==> src/rtl/uart_tx_ctrl_if.sv <==
// rtl/uart_tx_ctrl_if.sv - data/serializer/line signal bundle for uart_tx_ctrl
interface uart_tx_ctrl_if #(
    parameter int DATA_WIDTH = 8
);
    logic [DATA_WIDTH-1:0] P_DATA;
    logic                  Data_Valid;
    logic                  PAR_EN;
    logic                  PAR_TYP;
    logic                  ser_done;
    logic                  ser_data;
    logic                  ser_en;
    logic                  busy;
    logic                  TX_OUT;
    logic                  frame_err;

    modport master (
        output P_DATA, Data_Valid, PAR_EN, PAR_TYP, ser_done, ser_data,
        input  ser_en, busy, TX_OUT, frame_err
    );

    modport slave (
        input  P_DATA, Data_Valid, PAR_EN, PAR_TYP, ser_done, ser_data,
        output ser_en, busy, TX_OUT, frame_err
    );
endinterface

==> src/rtl/uart_tx_ctrl.sv <==
// rtl/uart_tx_ctrl.sv - UART TX frame controller: start/data/parity/stop sequencing with serializer handshake
// Optional two-cycle stop bit enabled by defining UART_TX_TWO_STOP_EN.
module uart_tx_ctrl #(
    parameter int DATA_WIDTH   = 8,
    parameter int DONE_TIMEOUT = 12
) (
    input  logic           Clk,
    input  logic           RST,
    uart_tx_ctrl_if.slave  bus
);
    localparam int CW = $clog2(DONE_TIMEOUT + 1);

    typedef enum logic [2:0] {
        IDLE   = 3'd0,
        START  = 3'd1,
        DATA   = 3'd2,
        PARITY = 3'd3,
        STOP   = 3'd4
    } state_t;

    state_t        state;
    state_t        state_nxt;
    logic          parity_reg;
    logic          par_en_reg;
    logic [CW-1:0] tmo_cnt;
    logic          frame_err_reg;
    logic          timeout;
    logic          stop_done;

    assign timeout = (state == DATA) && !bus.ser_done && (tmo_cnt == CW'(DONE_TIMEOUT - 1));

`ifdef UART_TX_TWO_STOP_EN
    logic stop_cnt;

    // Zero on STOP entry, so the second STOP cycle is the one with stop_cnt set.
    always_ff @(posedge Clk or negedge RST) begin
        if (!RST)
            stop_cnt <= 1'b0;
        else if (state == STOP)
            stop_cnt <= 1'b1;
        else
            stop_cnt <= 1'b0;
    end

    assign stop_done = stop_cnt;
`else
    assign stop_done = 1'b1;
`endif

    always_ff @(posedge Clk or negedge RST) begin
        if (!RST)
            state <= IDLE;
        else
            state <= state_nxt;
    end

    always_ff @(posedge Clk or negedge RST) begin
        if (!RST) begin
            parity_reg    <= 1'b0;
            par_en_reg    <= 1'b0;
            tmo_cnt       <= '0;
            frame_err_reg <= 1'b0;
        end else begin
            frame_err_reg <= timeout;
            if (state == IDLE && bus.Data_Valid) begin
                parity_reg <= (^bus.P_DATA) ^ bus.PAR_TYP;
                par_en_reg <= bus.PAR_EN;
            end
            if (state == START)
                tmo_cnt <= '0;
            else if (state == DATA)
                tmo_cnt <= tmo_cnt + CW'(1);
        end
    end

    always_comb begin
        state_nxt = state;
        case (state)
            IDLE:   if (bus.Data_Valid) state_nxt = START;
            START:  state_nxt = DATA;
            DATA: begin
                if (bus.ser_done)
                    state_nxt = par_en_reg ? PARITY : STOP;
                else if (timeout)
                    state_nxt = IDLE;
            end
            PARITY: state_nxt = STOP;
            STOP:   if (stop_done) state_nxt = IDLE;
            default: state_nxt = IDLE;
        endcase
    end

    always_comb begin
        bus.ser_en = 1'b0;
        bus.busy   = 1'b0;
        bus.TX_OUT = 1'b1;
        case (state)
            START: begin
                bus.ser_en = 1'b1;
                bus.busy   = 1'b1;
                bus.TX_OUT = 1'b0;
            end
            DATA: begin
                bus.ser_en = ~bus.ser_done;
                bus.busy   = 1'b1;
                bus.TX_OUT = bus.ser_data;
            end
            PARITY: begin
                bus.busy   = 1'b1;
                bus.TX_OUT = parity_reg;
            end
            STOP: begin
                bus.busy   = 1'b1;
            end
            default: begin
                bus.ser_en = 1'b0;
            end
        endcase
    end

    assign bus.frame_err = frame_err_reg;
endmodule

==> src/flat_wrapper.sv <==
// flat-port wrapper written by rule: the top's interface ports become plain ports
module uart_tx_ctrl_flat 
#(
    parameter int DATA_WIDTH   = 8,
    parameter int DONE_TIMEOUT = 12
)
  (Clk, RST, bus_P_DATA, bus_Data_Valid, bus_PAR_EN, bus_PAR_TYP, bus_ser_done, bus_ser_data, bus_ser_en, bus_busy, bus_TX_OUT, bus_frame_err);
  uart_tx_ctrl_if #(.DATA_WIDTH(DATA_WIDTH)) bus_i ();
  input  logic Clk;
  input  logic RST;
  input wire logic [$bits(bus_i.P_DATA)-1:0] bus_P_DATA;
  input wire logic [$bits(bus_i.Data_Valid)-1:0] bus_Data_Valid;
  input wire logic [$bits(bus_i.PAR_EN)-1:0] bus_PAR_EN;
  input wire logic [$bits(bus_i.PAR_TYP)-1:0] bus_PAR_TYP;
  input wire logic [$bits(bus_i.ser_done)-1:0] bus_ser_done;
  input wire logic [$bits(bus_i.ser_data)-1:0] bus_ser_data;
  output wire logic [$bits(bus_i.ser_en)-1:0] bus_ser_en;
  output wire logic [$bits(bus_i.busy)-1:0] bus_busy;
  output wire logic [$bits(bus_i.TX_OUT)-1:0] bus_TX_OUT;
  output wire logic [$bits(bus_i.frame_err)-1:0] bus_frame_err;
  assign bus_i.P_DATA = bus_P_DATA;
  assign bus_i.Data_Valid = bus_Data_Valid;
  assign bus_i.PAR_EN = bus_PAR_EN;
  assign bus_i.PAR_TYP = bus_PAR_TYP;
  assign bus_i.ser_done = bus_ser_done;
  assign bus_i.ser_data = bus_ser_data;
  assign bus_ser_en = bus_i.ser_en;
  assign bus_busy = bus_i.busy;
  assign bus_TX_OUT = bus_i.TX_OUT;
  assign bus_frame_err = bus_i.frame_err;
  uart_tx_ctrl #(.DATA_WIDTH(DATA_WIDTH), .DONE_TIMEOUT(DONE_TIMEOUT)) u_core (.Clk(Clk), .RST(RST), .bus(bus_i));
endmodule
==> config.mk <==
export PLATFORM = sky130hd
export DESIGN_NAME = uart_tx_ctrl_flat
export DESIGN_NICKNAME = d
export VERILOG_FILES = /design/src/rtl/uart_tx_ctrl_if.sv /design/src/rtl/uart_tx_ctrl.sv /design/src/flat_wrapper.sv
export SDC_FILE = /design/constraint.sdc
export NUM_CORES = 1
export LEC_CHECK = 0
export CORE_MARGIN = 5
export CORE_UTILIZATION = 48
export CTS_CLUSTER_SIZE = 28
export DETAILED_ROUTE_END_ITERATION = 12
export PLACE_DENSITY_LB_ADDON = 0.25
export SLEW_MARGIN = 10
export SYNTH_ARGS = -nofsm -noshare
export SYNTH_HDL_FRONTEND = slang
export SYNTH_SLANG_ARGS = --single-unit
==> constraint.sdc <==
create_clock -name Clk -period 2.88 [get_ports Clk]
set_clock_uncertainty 0.2 [all_clocks]
set_input_delay 0.576 -clock Clk [delete_from_list [all_inputs] [get_ports Clk]]
set_output_delay 0.576 -clock Clk [all_outputs]
set_load 0.02 [all_outputs]
## Yosys cells after proc, flatten, opt, wreduce, memory -nomap -nowiden

Cells that the tools add are included.
Widths: inputs -> output; s select.

| operators by class | value |
|---|---|
| muxes and demuxes | 10 |
| bitwise logic cells | 2 |
| add/sub/neg operators | 1 |
| eq/ne operators | 7 |
| reduce and logical (&&, ||, !) cells | 9 |

Operators by type and width:

| kind | number |
|---|---|
| $mux 3 | 4 |
| $pmux 3 s4 | 1 |
| $mux 4 | 2 |
| $reduce_xor 8->1 | 1 |
| $eq 3x2->1 const B | 2 |
| $add 4x1->4 const B | 1 |
| $eq 4x4->1 const B | 1 |
| $reduce_or 4->1 | 1 |
| $eq 3x1->1 const B | 1 |
| $eq 3x3->1 const B | 1 |
| $logic_and 1x1->1 | 3 |
| $logic_not 3->1 | 1 |
| $ne 3x2->1 const B | 1 |
| $pmux 1 s3 | 1 |
| $ne 2x2->1 const B | 1 |
| $pmux 1 s2 | 1 |
| $reduce_and 2->1 | 1 |
| $reduce_bool 2->1 | 1 |
| $logic_not 1->1 | 1 |
| $mux 1 | 1 |
| $not 1->1 | 1 |
| $xor 1x1->1 | 1 |

| storage, ports and cells | value |
|---|---|
| output and inout bits | 4 |
| input port bits | 15 |
| bits in registers | 10 |

## Depth between registers and ports, before layout

| depth | value |
|---|---|
| depth in word-level cells | 6 |
| gate-level depth with buffers | 5 |
| mapped depth without buffers | 4 |

## Worst setup path after synthesis

Ideal clock, no wire load.

| path | value |
|---|---|
| path type | input -> output |
| start point | input bus_ser_done |
| end point | output bus_ser_en |
| cell stages on the path | 2 |
| arrival | 1156 ps |
| path slack | 948 ps |
| path buffers | 0 |
| path through | or2_1 > a21oi_1 |

| on the way | value |
|---|---|
| cells in the longest elaborated chain, start to end | 2 |

Ends and longest elaborated chain:

| item | line | text |
|---|---|---|
| from (decl) | flat_wrapper.sv:15 | `input wire logic [$bits(bus_i.ser_done)-1:0] bus_ser_done;` |
| $not 1->1 | uart_tx_ctrl.sv:104 | `bus.ser_en = ~bus.ser_done;` |
| $pmux 1 s2 | uart_tx_ctrl.sv:97 | `case (state)` |
| to (decl) | flat_wrapper.sv:17 | `output wire logic [$bits(bus_i.ser_en)-1:0] bus_ser_en;` |

No other way between the ends.

## Final worst setup path

Ends and elaborated chain as after synthesis.

==> results.py <==
metrics = {
    "logic_synthesis": {
        "synth_fa_ha_area_share_pct": 1.976,
        "synth_xor_area_share_pct": 15.61,
        "yosys_most_used_dff": "dfrtp_1",
        "synth_cell_types": 32,
        "synth_top_cell_area_share_pct": 39.53,
        "synthSimpleGateAreaFrac_pct": 18.38,
        "synth-edff-count": 0,
        "ys_top_cells_by_area": "dfrtp_1 40%, xnor2_1 5.5%, xnor2_2 5.1%",
        "avgSynthCellArea_um2": 9.892,
        "yosysWarnings": 0,
        "ys_seq_elements": 10,
        "synthTopCellsByCount": "10 x dfrtp_1, 6 x nand2_1, 4 x a21oi_1, 4 x o21ai_1, 4 x xnor2_1",
        "synthArstFlopShare_pct": 100.0,
        "syn-num-nets": 80,
        "synthCells": 64,
        "synth_top_family_by_area": "simple AND/OR/NAND/NOR gates",
        "synth_most_common_cell": "dfrtp_1",
        "yosysSeqAreaShare_pct": 39.53,
        "muxShareOfSynthArea_pct": 5.731,
        "yosys.area.top_type": "dfrtp_1",
        "synth-compound-area-share_pct": 16.01,
        "synthesis.area_um2": 633.1,
    },
    "worst_setup_path": {
        "worst_ep_arrival_time_ns": 1.99,
        "path_depth": 4,
        "r2r_end": "u_core.par_en_reg",
        "reg2reg_depth": 4,
        "endpoint_kind": "output pin",
        "required_ns": 2.10,
        "crit_buf_inv": 2,
        "slowest_stage": "clkdlybuf4s50_1",
        "worst_path_largest_cell_delay_ns": 0.62,
        "path_cells": "clkdlybuf4s50_1, or2_1, a21oi_1, clkdlybuf4s50_1",
        "crit_path_max_fanout": 2,
        "cp_top_family": "buffers and inverters",
        "rrSetupSlack_ns": 1.25,
        "cp-start-kind": "input port",
        "reg2reg_from": "u_core.state[1]",
        "crit_top_cell": "clkdlybuf4s50_1",
        "crit_type": "in -> out",
    },
    "placed_design": {
        "hpwl_um": 1109,
        "post-place-ws_ns": 0.1148,
        "io_buffers": 18,
        "dpl.cell_count": 96,
        "place_congestion": 0.7605,
    },
    "die": {
        "die_x_um": 46.32,
        "die_h_um": 46.32,
        "core_um2": 1269,
        "placementRows": 13,
        "pin_count": 19,
        "dieArea_um2": 2145,
        "initial_core_util_pct": 49.90,
    },
    "hold_path": {
        "hold_class": "reg -> reg",
        "hold_end": "u_core.parity_reg",
        "worstHoldStart": "u_core.parity_reg",
        "holdPathStages": 1,
    },
    "grt": {
        "grt_max_degree": 16,
        "grtUsageTotal_pct": 14.41,
        "antenna_found_initial": 0,
        "grt_first_pass_wirelength_um": 2180,
        "grt_pass1_vias": 537,
        "grt-ovfl-total": 0,
    },
    "sta": {
        "setup_viol": 0,
        "rsz0062_at_grt": "false",
        "hold_viol": 0,
        "slew_headroom_pct": 69.79,
        "fin_crit_sh_pct": 96.02,
        "finalMaxSlewViolations": 0,
        "fin_hold_ws_ns": 0.3181,
        "fmax_mhz": 361.6,
        "worstMarginPinSlew_ns": 0.4517,
        "fin_crit_ns": 2.765,
        "setup_slack_ns": 0.1147,
        "tns_ns": 0,
    },
    "clock_network": {
        "ctsResizeCount": 0,
        "cts_buffers": 3,
        "clk_latency_ns": 0.26,
        "cts_buffer_depth": 2,
        "cts_tree": "built",
        "clock-sinks": 10,
        "htreeDepth": 1,
        "ctsHoldBuffers": 0,
        "path_clk_slew_ns": 0.07,
        "postCtsSetupBuffers": 0,
        "cts-root-buf": "clkbuf_4",
    },
    "run_status": {
        "status": "finished, final reports clean",
    },
    "pwr": {
        "power_density_nw_per_um2": 906.5,
        "p_leak_uw": 0.0003745,
        "ir_worst_vdd_mv": 0.4672,
    },
    "cells_and_area": {
        "instances_no_fill": 100,
        "drive_above_1_share_pct": 12.94,
        "syn_to_final_growth_pct": 37.35,
        "largest_register_ffs": 4,
        "nNetsFinal": 102,
        "antennaDiodeCount": 0,
        "top_regs": "u_core.tmo_cnt: 4 flops, u_core.state: 3 flops",
        "largest_register": "u_core.tmo_cnt",
    },
    "job": {
        "cap_violations": 0,
    },
    "route": {
        "wirelength_um": 1395,
        "dr.first_iter.drc_count": 20,
        "drt-vias-per-instance": 5.360,
        "vias": 536,
        "wl_per_cell_um": 13.95,
        "dr.pass1.iters": 3,
        "ant_nets": 0,
        "drcViolationCount": 0,
    },
}
## kinds of logic after synthesis
family          count (synthesis)
xor+xnor                        8
flops                          10
buf+inv                         4
fa+ha+maj                       1
mux                             3
compound gates                 17
simple gates                   21
## routing by layer
layer	up-vias	global-route usage [%]	routed length, um
met5	-	0	0
met4	0	6.818	10
met3	2	2.344	77
met2	11	25.82	749
met1	254	16.27	556
li1	269	-	-
## cells in the final DEF, fill, tap and decap left out, types with 3 or more instances in the layout
cell type	netlist	layout
a21oi_1	4	4
clkbuf_4	0	3
clkdlybuf4s50_1	0	18
dfrtp_1	10	10
nand2_1	6	6
nor2_1	3	3
o21ai_0	3	3
o21ai_1	4	4
xnor2_1	4	4
## cell type report
| cell class | instances | area (um^2) |
|---|---|---|
| fill | 111 | 399.1 |
| multi-input combinational | 50 | 365.4 |
| sequential | 10 | 250.2 |
| timing repair buffer | 20 | 195.2 |
| clock buffer | 4 | 36.28 |
| tap | 15 | 18.77 |
| inverter | 1 | 3.754 |
## power breakdown
part	leakage [uW]	internal (uW)	switching [uW]
clock network	0.0000210	76.6	47.9
registers	0.000130	192	72.8
logic	0.000224	207	192
## through the flow
| step | power (uW) | area, um^2 | utilization, % |
|---|---|---|---|
| after global routing | 847.3 | 869.6 | 68.54 |
| after detailed placement | 670.6 | 833.3 | 65.68 |
| after CTS | 796.3 | 869.6 | 68.54 |
| after global placement | 653.9 | 833.3 | 65.68 |
| after floorplan | 524.2 | 633.1 | - |
| final | 788.3 | 869.6 | 68.54 |
## how the worst max path moves through the flow
stage                       to  slack (ns)          from
CTS                 bus_ser_en        0.11  bus_ser_done
global route        bus_ser_en        0.06  bus_ser_done
finish              bus_ser_en        0.11  bus_ser_done
detailed placement  bus_ser_en        0.11  bus_ser_done
floorplan           bus_ser_en        0.95  bus_ser_done
global placement    bus_ser_en         0.1  bus_ser_done
No activity file was read; power rests on OpenSTA's default activity.
